[config.mk]
export PLATFORM = sky130hd
export DESIGN_NAME = hazard_scoreboard_flat
export DESIGN_NICKNAME = d
export VERILOG_FILES = /design/src/rtl/hazard_scoreboard_pkg.sv /design/src/rtl/hazard_scoreboard_if.sv /design/src/rtl/hazard_scoreboard_stage.sv /design/src/rtl/hazard_scoreboard.sv /design/src/flat_wrapper.sv
export SDC_FILE = /design/constraint.sdc
export NUM_CORES = 1
export LEC_CHECK = 0
export ABC_AREA = 1
export BUFFER_PORTS_ARGS = -buffer_cell sky130_fd_sc_hd__buf_2
export CAP_MARGIN = 0
export CORE_AREA = 5 5 106 58
export CTS_CLUSTER_DIAMETER = 120
export DETAILED_ROUTE_END_ITERATION = 16
export DIE_AREA = 0 0 111 63
export PLACE_DENSITY = 0.8
export SYNTH_ARGS = -nofsm -noshare
export SYNTH_HDL_FRONTEND = slang
export SYNTH_HIERARCHICAL = 1
export SYNTH_SLANG_ARGS = --single-unit
export TNS_END_PERCENT = 30
[constraint.sdc]
create_clock -name clk -period 1.9 [get_ports clk]
set_input_delay 0.38 -clock clk [delete_from_list [all_inputs] [get_ports clk]]
set_output_delay 0.38 -clock clk [all_outputs]
set_load 0.05 [all_outputs]
[src/rtl/hazard_scoreboard_pkg.sv]
// Shared rv32i scoreboard constants: register address width, default stage
// layout, entry format and stall counter width.
package hazard_scoreboard_pkg;

   localparam int REG_ADDR_WIDTH = 5;
   localparam int DEF_STAGES     = 3;
   localparam int DEF_ALU_READY  = 2;
   localparam int DEF_LOAD_READY = 3;
   localparam int STALL_CNT_W    = 16;

   typedef logic [REG_ADDR_WIDTH-1:0] reg_addr_t;

   typedef struct packed {
      logic      valid;
      reg_addr_t rd;
      logic      is_load;
   } sb_entry_t;

endpackage

[src/rtl/hazard_scoreboard_if.sv]
// Decode-side bundle between the ID stage (master) and the hazard scoreboard (slave).
interface hazard_scoreboard_if
   import hazard_scoreboard_pkg::*;
#(
   parameter int STAGES = DEF_STAGES
);
   localparam int SEL_W = $clog2(STAGES + 1);

   // No valid/ready pair: id_valid qualifies the decode fields every cycle, and
   // stall is the only back-pressure -- while it is high decode holds its instruction.
   logic                   id_valid;
   reg_addr_t              id_rs1_addr;
   reg_addr_t              id_rs2_addr;
   logic                   id_rs1_used;
   logic                   id_rs2_used;
   reg_addr_t              id_rd_addr;
   logic                   id_reg_write;
   logic                   id_mem_read;
   logic                   flush;
   logic                   stall;
   logic [SEL_W-1:0]       fwd_rs1_sel;
   logic [SEL_W-1:0]       fwd_rs2_sel;
   logic [STALL_CNT_W-1:0] stall_count;

   modport master (
      output id_valid, id_rs1_addr, id_rs2_addr, id_rs1_used, id_rs2_used,
             id_rd_addr, id_reg_write, id_mem_read, flush,
      input  stall, fwd_rs1_sel, fwd_rs2_sel, stall_count
   );

   modport slave (
      input  id_valid, id_rs1_addr, id_rs2_addr, id_rs1_used, id_rs2_used,
             id_rd_addr, id_reg_write, id_mem_read, flush,
      output stall, fwd_rs1_sel, fwd_rs2_sel, stall_count
   );

endinterface

[src/rtl/hazard_scoreboard_stage.sv]
// One in-flight scoreboard entry plus its rs1/rs2 destination comparators.
module hazard_scoreboard_stage
   import hazard_scoreboard_pkg::*;
(
   input  logic      clk,
   input  logic      rst,
   input  logic      flush,
   input  sb_entry_t entry_in,
   input  reg_addr_t rs1_addr,
   input  reg_addr_t rs2_addr,
   output sb_entry_t entry,
   output logic      rs1_hit,
   output logic      rs2_hit
);

   always_ff @(posedge clk) begin
      if (rst || flush) begin
         entry <= '0;
      end else begin
         entry <= entry_in;
      end
   end

   assign rs1_hit = entry.valid && (entry.rd == rs1_addr);
   assign rs2_hit = entry.valid && (entry.rd == rs2_addr);

endmodule

[src/rtl/hazard_scoreboard.sv]
// RAW-hazard scoreboard beside decode: stall, rs1/rs2 forwarding selects, stall counter.
// Forwarding is compiled in with HAZARD_FORWARDING_EN; otherwise any match stalls until retire.
module hazard_scoreboard
   import hazard_scoreboard_pkg::*;
#(
   parameter int STAGES     = DEF_STAGES,
   parameter int ALU_READY  = DEF_ALU_READY,
   parameter int LOAD_READY = DEF_LOAD_READY
) (
   input logic                clk,
   input logic                rst,
   hazard_scoreboard_if.slave sb
);

   localparam int SEL_W = $clog2(STAGES + 1);
`ifdef HAZARD_FORWARDING_EN
   localparam bit FWD_EN = 1'b1;
`else
   localparam bit FWD_EN = 1'b0;
`endif

   sb_entry_t              stage_in [1:STAGES];
   sb_entry_t              stage_q  [1:STAGES];
   logic [STAGES:1]        rs1_hit;
   logic [STAGES:1]        rs2_hit;
   logic [STAGES:1]        src_hit  [2];
   reg_addr_t              src_addr [2];
   logic [1:0]             src_used;
   logic [1:0]             hazard;
   logic [SEL_W-1:0]       fwd_sel  [2];
   logic                   stall;
   logic [STALL_CNT_W-1:0] stall_count;

   // A stalled or killed ID instruction enters EX as a bubble; x0 writes never track.
   always_comb begin
      stage_in[1]         = '0;
      stage_in[1].valid   = sb.id_valid && !stall && sb.id_reg_write && (sb.id_rd_addr != '0);
      stage_in[1].rd      = sb.id_rd_addr;
      stage_in[1].is_load = sb.id_mem_read;
   end

   for (genvar k = 1; k <= STAGES; k++) begin : g_stage
      if (k > 1) begin : g_shift
         assign stage_in[k] = stage_q[k-1];
      end
      hazard_scoreboard_stage u_stage (
         .clk      (clk),
         .rst      (rst),
         .flush    (sb.flush),
         .entry_in (stage_in[k]),
         .rs1_addr (sb.id_rs1_addr),
         .rs2_addr (sb.id_rs2_addr),
         .entry    (stage_q[k]),
         .rs1_hit  (rs1_hit[k]),
         .rs2_hit  (rs2_hit[k])
      );
   end

   assign src_hit[0]  = rs1_hit;
   assign src_hit[1]  = rs2_hit;
   assign src_addr[0] = sb.id_rs1_addr;
   assign src_addr[1] = sb.id_rs2_addr;
   assign src_used    = {sb.id_rs2_used, sb.id_rs1_used};

   for (genvar s = 0; s < 2; s++) begin : g_src
      logic             any_hit;
      logic             young_ld;
      logic [SEL_W-1:0] young_k;
      logic             early;

      // Scan oldest to youngest so the lowest matching stage is the last write.
      always_comb begin
         any_hit  = 1'b0;
         young_ld = 1'b0;
         young_k  = '0;
         for (int k = STAGES; k >= 1; k--) begin
            if (src_used[s] && (src_addr[s] != '0) && src_hit[s][k]) begin
               any_hit  = 1'b1;
               young_ld = stage_q[k].is_load;
               young_k  = SEL_W'(k);
            end
         end
      end

      assign early      = int'(young_k) < (young_ld ? LOAD_READY : ALU_READY);
      assign hazard[s]  = any_hit && (early || !FWD_EN);
      assign fwd_sel[s] = (FWD_EN && any_hit && !early) ? young_k : '0;
   end

   assign stall = sb.id_valid && !sb.flush && (|hazard);

   always_ff @(posedge clk) begin
      if (rst) begin
         stall_count <= '0;
      end else if (stall && (stall_count != '1)) begin
         stall_count <= stall_count + 1'b1;
      end
   end

   assign sb.stall       = stall;
   assign sb.fwd_rs1_sel = fwd_sel[0];
   assign sb.fwd_rs2_sel = fwd_sel[1];
   assign sb.stall_count = stall_count;

endmodule
[src/flat_wrapper.sv]
// flat-port wrapper written by rule: the top's interface ports become plain ports
module hazard_scoreboard_flat import hazard_scoreboard_pkg::*;
#(
   parameter int STAGES     = DEF_STAGES,
   parameter int ALU_READY  = DEF_ALU_READY,
   parameter int LOAD_READY = DEF_LOAD_READY
)
  (clk, rst, sb_id_valid, sb_id_rs1_addr, sb_id_rs2_addr, sb_id_rs1_used, sb_id_rs2_used, sb_id_rd_addr, sb_id_reg_write, sb_id_mem_read, sb_flush, sb_stall, sb_fwd_rs1_sel, sb_fwd_rs2_sel, sb_stall_count);
  hazard_scoreboard_if #(.STAGES(STAGES)) sb_i ();
  input logic clk;
  input logic rst;
  input wire logic [$bits(sb_i.id_valid)-1:0] sb_id_valid;
  input wire logic [$bits(sb_i.id_rs1_addr)-1:0] sb_id_rs1_addr;
  input wire logic [$bits(sb_i.id_rs2_addr)-1:0] sb_id_rs2_addr;
  input wire logic [$bits(sb_i.id_rs1_used)-1:0] sb_id_rs1_used;
  input wire logic [$bits(sb_i.id_rs2_used)-1:0] sb_id_rs2_used;
  input wire logic [$bits(sb_i.id_rd_addr)-1:0] sb_id_rd_addr;
  input wire logic [$bits(sb_i.id_reg_write)-1:0] sb_id_reg_write;
  input wire logic [$bits(sb_i.id_mem_read)-1:0] sb_id_mem_read;
  input wire logic [$bits(sb_i.flush)-1:0] sb_flush;
  output wire logic [$bits(sb_i.stall)-1:0] sb_stall;
  output wire logic [$bits(sb_i.fwd_rs1_sel)-1:0] sb_fwd_rs1_sel;
  output wire logic [$bits(sb_i.fwd_rs2_sel)-1:0] sb_fwd_rs2_sel;
  output wire logic [$bits(sb_i.stall_count)-1:0] sb_stall_count;
  assign sb_i.id_valid = sb_id_valid;
  assign sb_i.id_rs1_addr = sb_id_rs1_addr;
  assign sb_i.id_rs2_addr = sb_id_rs2_addr;
  assign sb_i.id_rs1_used = sb_id_rs1_used;
  assign sb_i.id_rs2_used = sb_id_rs2_used;
  assign sb_i.id_rd_addr = sb_id_rd_addr;
  assign sb_i.id_reg_write = sb_id_reg_write;
  assign sb_i.id_mem_read = sb_id_mem_read;
  assign sb_i.flush = sb_flush;
  assign sb_stall = sb_i.stall;
  assign sb_fwd_rs1_sel = sb_i.fwd_rs1_sel;
  assign sb_fwd_rs2_sel = sb_i.fwd_rs2_sel;
  assign sb_stall_count = sb_i.stall_count;
  hazard_scoreboard #(.STAGES(STAGES), .ALU_READY(ALU_READY), .LOAD_READY(LOAD_READY)) u_core (.clk(clk), .rst(rst), .sb(sb_i));
endmodule
Word level (Yosys, flattened, before mapping)
Cells that the tools add are included.

Bits in registers: 34. Bits in latches: 0. RAM bits: 0. ROM bits: 0. Input bits: 23. Output and inout bits: 21. Logic and storage cells: 48. Memories kept: 0.

Add/sub/neg operators: 1. $mul: 0. Div/mod/pow operators: 0. Order comparisons: 0. Eq/ne operators: 7. Shifts and indexed selects: 0. Muxes and demuxes: 6. Bitwise gates (word level): 0. Reduce and logical (&&, ||, !) cells: 27.

Operators by type and width (count): $eq 5x5->1 (6); $logic_and 1x1->1 (20); $add 16x1->16 const B (1); $ne 16x16->1 const B (1); $reduce_bool 5->1 (3); $mux 1 (6); $logic_not 1->1 (2); $reduce_or 2->1 (1); $logic_or 1x1->1 (1).

Depth between registers and ports, before layout
Gate-level depths: netlist of run 1.

Depth in word-level cells: 12. Depth in mapped cells: 14. Mapped depth without buffers: 14.

By module
Netlist of run 1, hierarchy kept.

Modules (own cells, without submodules): hazard_scoreboard_stage (instances 3, cells an instance 72, area each 421.7 µm², sequential area each 140.1 µm²); hazard_scoreboard (instances 1, cells an instance 191, area each 1202.4 µm², sequential area each 320.3 µm²).

Worst setup path before layout of run 1
Ideal clock, no wire load.

Path kind: flip-flop to flip-flop. Start point: register u_core.stall_count[0] (netlist: u_core/sb.stall_count[0]). End point: register u_core.stall_count[4] (netlist: u_core/sb.stall_count[4]). Library setup time: 0.069 ns. Arrival time: 1.922 ns. Data required time: 1.831 ns. Slack: -0.091 ns. Cell stages (with the launch flop): 9. Path buffers: 1. Clock period less this slack: 1.991 ns. Cell sequence: dfxtp_1 ha_1 nand2_2 nor2_4 nand4_4 nand3_2 buf_8 nand2_1 a21oi_2.

Cells in the longest elaborated chain, start to end: 2. Elaborated cells on any way between the ends: 3. Classes of those cells: add/sub: 1; eq/ne: 1; reduce/logical: 1.

RTL lines: from (decl) (RTL line hazard_scoreboard.sv:32) `logic [STALL_CNT_W-1:0] stall_count;`; from (signal assigned) (RTL line hazard_scoreboard.sv:96) `stall_count <= stall_count + 1'b1;`; branches (longest 2 deep; another with $add 16x1->16).

Several ways; the timed one is not identified. A chain may end at the register's enable or synchronous reset.

Worst setup path in the final report of run 1
Start point: register u_core/g_stage[3].u_stage/entry[2] (netlist bit). End point: output sb_stall.

Cells in the longest elaborated chain, start to end: 8. Elaborated cells on any way between the ends: 14. Classes of those cells: eq/ne: 2; mux: 6; reduce/logical: 6.

RTL lines: from (decl) (RTL line hazard_scoreboard_stage.sv:11) `output sb_entry_t entry,`; from (signal assigned) (RTL line hazard_scoreboard_stage.sv:20) `entry <= entry_in;`; $eq 5x5->1 (RTL line hazard_scoreboard_stage.sv:25) `assign rs2_hit = entry.valid && (entry.rd == rs2_addr);`; $logic_and 1x1->1 (RTL line hazard_scoreboard_stage.sv:25); net u_core.rs2_hit (one bit) (RTL line hazard_scoreboard.sv:25) `logic [STAGES:1] rs2_hit;`; $logic_and 1x1->1 (RTL line hazard_scoreboard.sv:77) `if (src_used[s] && (src_addr[s] != '0) && src_hit[s][k]) begin`; $mux 1 (3 in series) (RTL line hazard_scoreboard.sv:77); $reduce_or 2->1 (RTL line hazard_scoreboard.sv:90) `assign stall = sb.id_valid && !sb.flush && (|hazard);`; $logic_and 1x1->1 (RTL line hazard_scoreboard.sv:90); to (decl) (RTL line flat_wrapper.sv:21) `output wire logic [$bits(sb_i.stall)-1:0] sb_stall;`.

The timed path passes the listed nets, and every way through them passes these cells.

==> results of run 1 <==
-- path summary, 6_finish.rpt --
| check | from | endpoint | cells past startpoint |
|---|---|---|---|
| max | u_core/g_stage[3].u_stage/entry[2]$_SDFF_PP0_ | sb_stall | 11 |
| min | sb_id_rd_addr[4] | u_core/g_stage[1].u_stage/entry[5]$_SDFF_PP0_ | 3 |
| max reg2reg | u_core/g_stage[3].u_stage/entry[2]$_SDFF_PP0_ | u_core/sb.stall_count[3]$_SDFFE_PP0P_ | 16 |
| min reg2reg | u_core/g_stage[2].u_stage/entry[1]$_SDFF_PP0_ | u_core/g_stage[3].u_stage/entry[1]$_SDFF_PP0_ | 2 |
-- flip-flops by register name, summed over array words and instances (netlist names) --
register,flops
u_core/g_stage.u_stage/entry,18
u_core/sb.stall_count,16
-- metal layers --
layer / up-vias / GRT usage [%]
li1: 1291 / -
met1: 1089 / 26.1
met2: 114 / 25.2
met3: 7 / 5.32
met4: 0 / 4.30
met5: - / 0
-- power by group through the flow --
stage	registers, mW	clock network [mW]	logic, mW
detailed placement	0.742	0	0.171
CTS	0.726	0.581	0.172
finish	0.727	0.570	0.177
global placement	0.742	0	0.166
floorplan	0.741	0	0.114
global route	0.727	0.616	0.197
-- timing repair --
action                                  4_1_cts  5_1_grt
buffers inserted                              0        4
gates resized for setup                       9       27
pin swaps                                     1       10
endpoints found under the setup margin        1       18
-- area by class of cell --
class / instances / area [µm²] / share of cell area, %
multi-input cells: 279 / 1380 / 48.0
repair buffers: 54 / 340 / 11.8
clock inverters: 1 / 5.00 / 0.174
inverters: 76 / 285 / 9.90
flip-flops and latches: 34 / 691 / 24.0
well taps: 73 / 91.3 / 3.17
clock buffers: 7 / 86.3 / 2.99
-- metrics by stage --
step	worst slack, ns	cell area (µm²)
after floorplan	0.0162	2380
after CTS	-0.219	2770
final	-0.229	2880
after global placement	-0.183	2650
after detailed placement	-0.186	2650
after global routing	-0.365	2880
-- worst register-to-register path, delay by kind of cell, from the launching register on --
family / cells / cell delay, ns
and+or+nand+nor: 10 / 0.75
buffers and inverters: 4 / 0.47
AOI/OAI and AO/OA: 2 / 0.21
DFF: 1 / 0.35
==> metrics.md, run 1 <==
| Metric | Value |
|---|---|
| Outcome | finished, violations left |
| Failing checks | negative setup slack |
| Net Sw Power | 402 µW |
| CTS root buf | clkbuf_8 |
| Combinational share of power | between 10% and 20% |
| Core ar. | between 0.005 and 0.006 mm² |
| Clk pwr share | about two fifths |
| Initial DRC Count | between 150 and 200 |
| Crit path required time | ~1.5 ns |
| Sw frac | between 20% and 30% |
| Worst EP arrival | between 1.5 and 2 ns |
| Via density | 4.77 |
| CTS max path bufs | 2 |
| Startpoint types | flip-flop |
| Hold slack | around 0.32 ns |
| CP Buf/Inv Count | 2 |
| Finished Layout Cells | between 500 and 600 |
| Flop pwr share | 49.3% |
| Layout net count | 474 |
| Die ar. | 0.00699 mm² |
| I/O pin cnt | 44 |
| GPL Wtd Cong | around 0.91 |
| Pin count of the biggest net entering global routing | 17 |
| Fill count | between 400 and 500 |
| Cts bufs inserted | 5 |
| Fin worst setup slack | -0.229 ns |
| Mapped Cells | about 400 |
| Starting Density | a little under half |
| Routed met1 length | between 3 and 4 mm |
| Most common cell after layout, fill and taps aside | nand2_1 |
| Met3 routed wirelength | 598 µm |
| Fin crit share | 112% |
| Hold Path Class | in -> reg |
| Top sig layer | met4 |
| Critical-path cell list | inv_1, nand2_1, nand2_1, nor2_2, nand2_1, nor2_1, nor2_1, a21oi_2, nand2_2, a21oi_4, buf_6 |
| CTS tree | yes |
| MaxCap Viol Count | 0 |
| Critical Path Max Stage Delay | 0.35 ns |
| Hold buffers post-CTS | 0 |
| R2R setup slack | roughly 0.02 ns |
| Router iterations before antenna repair | 5 |
| Total design power | 1.47 mW |
| Most frequent cells in the layout | nand2_1 (123), inv_1 (74), nor2_1 (45) |
| Remaining antenna violation count | 0 |
| Final setup TNS | -0.229 ns |
| First-pass GRT wire length | about 10 mm |
| RSZ-0062 raised after global routing | yes |
| DRC | 0 |
| Slew HR | 66.4% |
| Ant diodes | 0 |
| H-tree level count | 2 |
| I/O Buffers | 38 |
| Row count | 19 |
| P&R area growth vs syn | 22.0% |
| YS warnings | 6 |
| Tightest Pin Transition | approximately 0.50 ns |
| Worst vdd ir | roughly 0.00026 V |
| CP Max Fanout | 3 |
| Setup Skew | about 0.007 ns |
| Crit end category | output port |
| Power Dens Cells | slightly above 500 mW/mm² |
| Clock sink count | 34 |
| Layout cell share with drive strength beyond 1 | 26.8% |
| Die Ht | roughly 63 µm |
| Worst-skew pair later-pin latency | just under 0.3 ns |
| Fmax achieved | roughly 0.47 GHz |
| Most used cell along the critical path | nand2_1 |
| Total gr overflow | 0 |
| Metal2 WL | 2.49 mm |
| Static leakage | 1.29 nW |
| Worst-path clk slew | ~0.070 ns |
| Int Power | around 1.1 mW |
| Avg Inst Size Synth | roughly 5.9 µm² |
| Post-layout util | a little under three fifths |
| CP max-delay cell | dfxtp_2 |
| Fin. Hold Viols | 0 |
| Tmin final | between 2 and 2.5 ns |
| Post-Route WL | roughly 6.2 mm |
| Number of global-route vias before repair | about 2,200 |
| CP delay by family, top | simple AND/OR/NAND/NOR gates |
| Cell Area, Synth | around 0.0024 mm² |
| Max-slew violations | 0 |
| Dpl cells | 512 |
| Initial antenna violation count | 0 |
| Post-DP HPWL | ~4.7 mm |
| Via count | approximately 2,500 |
| Critical path class | reg -> out |
| WL per Instance | between 10 and 15 µm |
| Total global-route track usage | between 10% and 20% |
| Final setup fails | 1 |
| Die width | between 100 and 150 µm |
Power figures use the tool's default switching activity.
==> run 2, diff against run 1 <==
--- a/config.mk
+++ b/config.mk
@@ -8,11 +8,12 @@
 export ABC_AREA = 1
 export BUFFER_PORTS_ARGS = -buffer_cell sky130_fd_sc_hd__buf_2
 export CAP_MARGIN = 0
-export CORE_AREA = 5 5 106 58
+export CORE_AREA = 5 5 120 65
 export CTS_CLUSTER_DIAMETER = 120
 export DETAILED_ROUTE_END_ITERATION = 16
-export DIE_AREA = 0 0 111 63
-export PLACE_DENSITY = 0.8
+export DIE_AREA = 0 0 125 70
+export PLACE_DENSITY = 0.67
+export REMOVE_ABC_BUFFERS = 1
 export SYNTH_ARGS = -nofsm -noshare
 export SYNTH_HDL_FRONTEND = slang
 export SYNTH_HIERARCHICAL = 1
==> metrics.md, run 2 (same netlist as run 1, synthesis figures left out) <==
| Metric | Value |
|---|---|
| Outcome | finished, violations left (unchanged) |
| Failing checks | negative setup slack (unchanged) |
| Layout cell share with drive strength beyond 1 | 25.6% (was 26.8%) |
| Largest register by flop count | u_core/g_stage.u_stage/entry (unchanged) |
| Final setup fails | 14 (was 1) |
| Most common cell after layout, fill and taps aside | nand2_1 (unchanged) |
| Crit end category | output port (unchanged) |
| CTS max path bufs | 2 (unchanged) |
| Fin. Hold Viols | 0 (unchanged) |
| CP max-delay cell | dfxtp_2 (unchanged) |
| Reg area | 689 µm² (was 691 µm²) |
| Starting Density | 36.1% (was 45.4%) |
| Row count | 21 (was 19) |
| Static leakage | 1.33 nW (was 1.29 nW) |
| Worst-skew pair later-pin latency | 0.28 ns (was 0.29 ns) |
| RSZ-0062 raised after global routing | yes (unchanged) |
| Worst-path clk slew | 0.05 ns (was 0.07 ns) |
| CTS tree | yes (unchanged) |
| Fmax achieved | 0.480 GHz (was 0.470 GHz) |
| Setup Skew | 0.00363 ns (was 0.00710 ns) |
| DRC | 0 (unchanged) |
| Multi-input combinational cell area | 0.00136 mm² (was 0.00138 mm²) |
| Critical path class | reg -> out (unchanged) |
| Number of global-route vias before repair | 2,024 (was 2,155) |
| Router iterations before antenna repair | 4 (was 5) |
| Initial DRC Count | 102 (was 170) |
| CTS root buf | clkbuf_16 (was clkbuf_8) |
| Remaining antenna violation count | 0 (unchanged) |
| Pin count of the biggest net entering global routing | 16 (was 17) |
| Hold Path Class | in -> reg (unchanged) |
| Total global-route track usage | 12.5% (was 17.8%) |
| I/O Buffers | 38 (unchanged) |
| Post-Route WL | 5.73 mm (was 6.18 mm) |
| Most frequent cells in the layout | nand2_1 (130), inv_1 (73), nor2_1 (46) (was nand2_1 (123), inv_1 (74), nor2_1 (45)) |
| First-pass GRT wire length | 9.01 mm (was 10.2 mm) |
| Worst EP arrival | 1.70 ns (was 1.75 ns) |
| H-tree level count | 2 (unchanged) |
| Clock sink count | 34 (unchanged) |
| Fill count | 681 (was 487) |
| Worst vdd ir | 0.000428 V (was 0.000258 V) |
| Regs by FF count | u_core/g_stage.u_stage/entry: 18 flops, u_core/sb.stall_count: 16 flops (unchanged) |
| Tmin final | 2.08 ns (was 2.13 ns) |
| Max reg flops | 18 (unchanged) |
| Initial antenna violation count | 0 (unchanged) |
| Post-DP HPWL | 4.28 mm (was 4.66 mm) |
| Ant diodes | 0 (unchanged) |
| Die width | 125 µm (was 111 µm) |
| Max-slew violations | 0 (unchanged) |
| Total design power | 1.72 mW (was 1.47 mW) |
| Critical Path Max Stage Delay | 0.33 ns (was 0.35 ns) |
| P&R area growth vs syn | 25.6% (was 22.0%) |
| Fin worst setup slack | -0.182 ns (was -0.229 ns) |
| Startpoint types | flip-flop (unchanged) |
| Critical-path cell list | inv_2, nand2_1, nand2_1, nor2_1, nand2_1, nor2_1, inv_1, a21oi_1, nand2_1, a21oi_4, buf_6 (was inv_1, nand2_1, nand2_1, nor2_2, nand2_1, nor2_1, nor2_1, a21oi_2, nand2_2, a21oi_4, buf_6) |
| Fin crit share | 110% (was 112%) |
| CP Max Fanout | 4 (was 3) |
| Via count | 2,400 (was 2,501) |
| Via density | 4.40 (was 4.77) |
| Total gr overflow | 0 (unchanged) |
| MaxCap Viol Count | 0 (unchanged) |
| Cts bufs inserted | 5 (unchanged) |
| GPL Wtd Cong | 0.825 (was 0.906) |
| Hold slack | 0.327 ns (was 0.318 ns) |
| Core ar. | 0.00654 mm² (was 0.00521 mm²) |
| I/O pin cnt | 44 (unchanged) |
| Die Ht | 70 µm (was 63 µm) |
| Most used cell along the critical path | nand2_1 (unchanged) |
| WL per Instance | 10.5 µm (was 11.8 µm) |
| Die ar. | 0.00875 mm² (was 0.00699 mm²) |
| Layout net count | 476 (was 474) |
| Power Dens Cells | 578 mW/mm² (was 511 mW/mm²) |
| Crit path required time | 1.52 ns (about the same) |
[run 2: cell count changes in the layout (fill, tap and decap cells not counted), sizes merged]
| cell | previous run | this run |
|---|---|---|
| clkbuf | 7 | 8 |
| buf | 54 | 55 |
[run 2: critical path, delay by kind of cell, from the launching register on]
kind | cells | cell delay [ns]
and+or+nand+nor | 6 | 0.50
AOI/OAI and AO/OA | 2 | 0.33
buffers and inverters | 3 | 0.27
DFF | 1 | 0.33
[run 2: area by class of cell]
type | instances | share of cell area, %
multi-input combinational | 279 | 45.9
sequential | 34 | 23.2
timing repair buffer | 56 | 12.4
inverter | 76 | 9.62
clock buffer | 7 | 4.81
tap | 92 | 3.88
clock inverter | 1 | 0.169
[run 2: repair_timing]
action / in CTS / in global routing
gates cloned: 0 / 1
gates resized for setup: 6 / 22
pin swaps: 5 / 10
setup endpoints to repair: 1 / 14
setup buffers: 0 / 3
hold buffers: 0 / 0
[run 2: routing by layer]
metal / up-vias / share of wire [%] / global-route usage (%)
li1: 1299 / - / -
met5: - / 0 / 0
met2: 37 / 46 / 20.5
met3: 12 / 3.0 / 2.44
met1: 1052 / 48 / 15.9
met4: 0 / 2.6 / 5.65
[run 2: where the power goes]
part           switching, mW  internal [mW]  leakage (nW)  total [mW]
registers            0.00594          0.722         0.278       0.728
logic                  0.111         0.0602         0.978       0.171
clock network          0.297          0.519        0.0739       0.816
[run 2: through the flow]
step	setup TNS (ns)	instance area [µm²]	setup slack, ns	utilization, %	instances
global placement	-0.486	2690	-0.171	41.1	533
detailed placement	-0.584	2690	-0.179	41.1	533
CTS	-0.174	2850	-0.174	43.6	541
floorplan	-2.51	2280	-0.161	-	389
finish	-0.756	2970	-0.182	45.3	545
global route	-2.50	2970	-0.282	45.3	545
[run 2: worst paths after layout]
check                           slack [ns]                                           from                                            end  depth (start not counted)
worst min-delay path                  0.33                               sb_id_rd_addr[1]  u_core/g_stage[1].u_stage/entry[2]$_SDFF_PP0_                          3
worst max-delay path                 -0.18  u_core/g_stage[1].u_stage/entry[1]$_SDFF_PP0_                                       sb_stall                         11
worst max register to register       -0.06  u_core/g_stage[1].u_stage/entry[1]$_SDFF_PP0_          u_core/sb.stall_count[9]$_SDFFE_PP0P_                         16
worst min register to register        0.44  u_core/g_stage[2].u_stage/entry[1]$_SDFF_PP0_  u_core/g_stage[3].u_stage/entry[1]$_SDFF_PP0_                          2
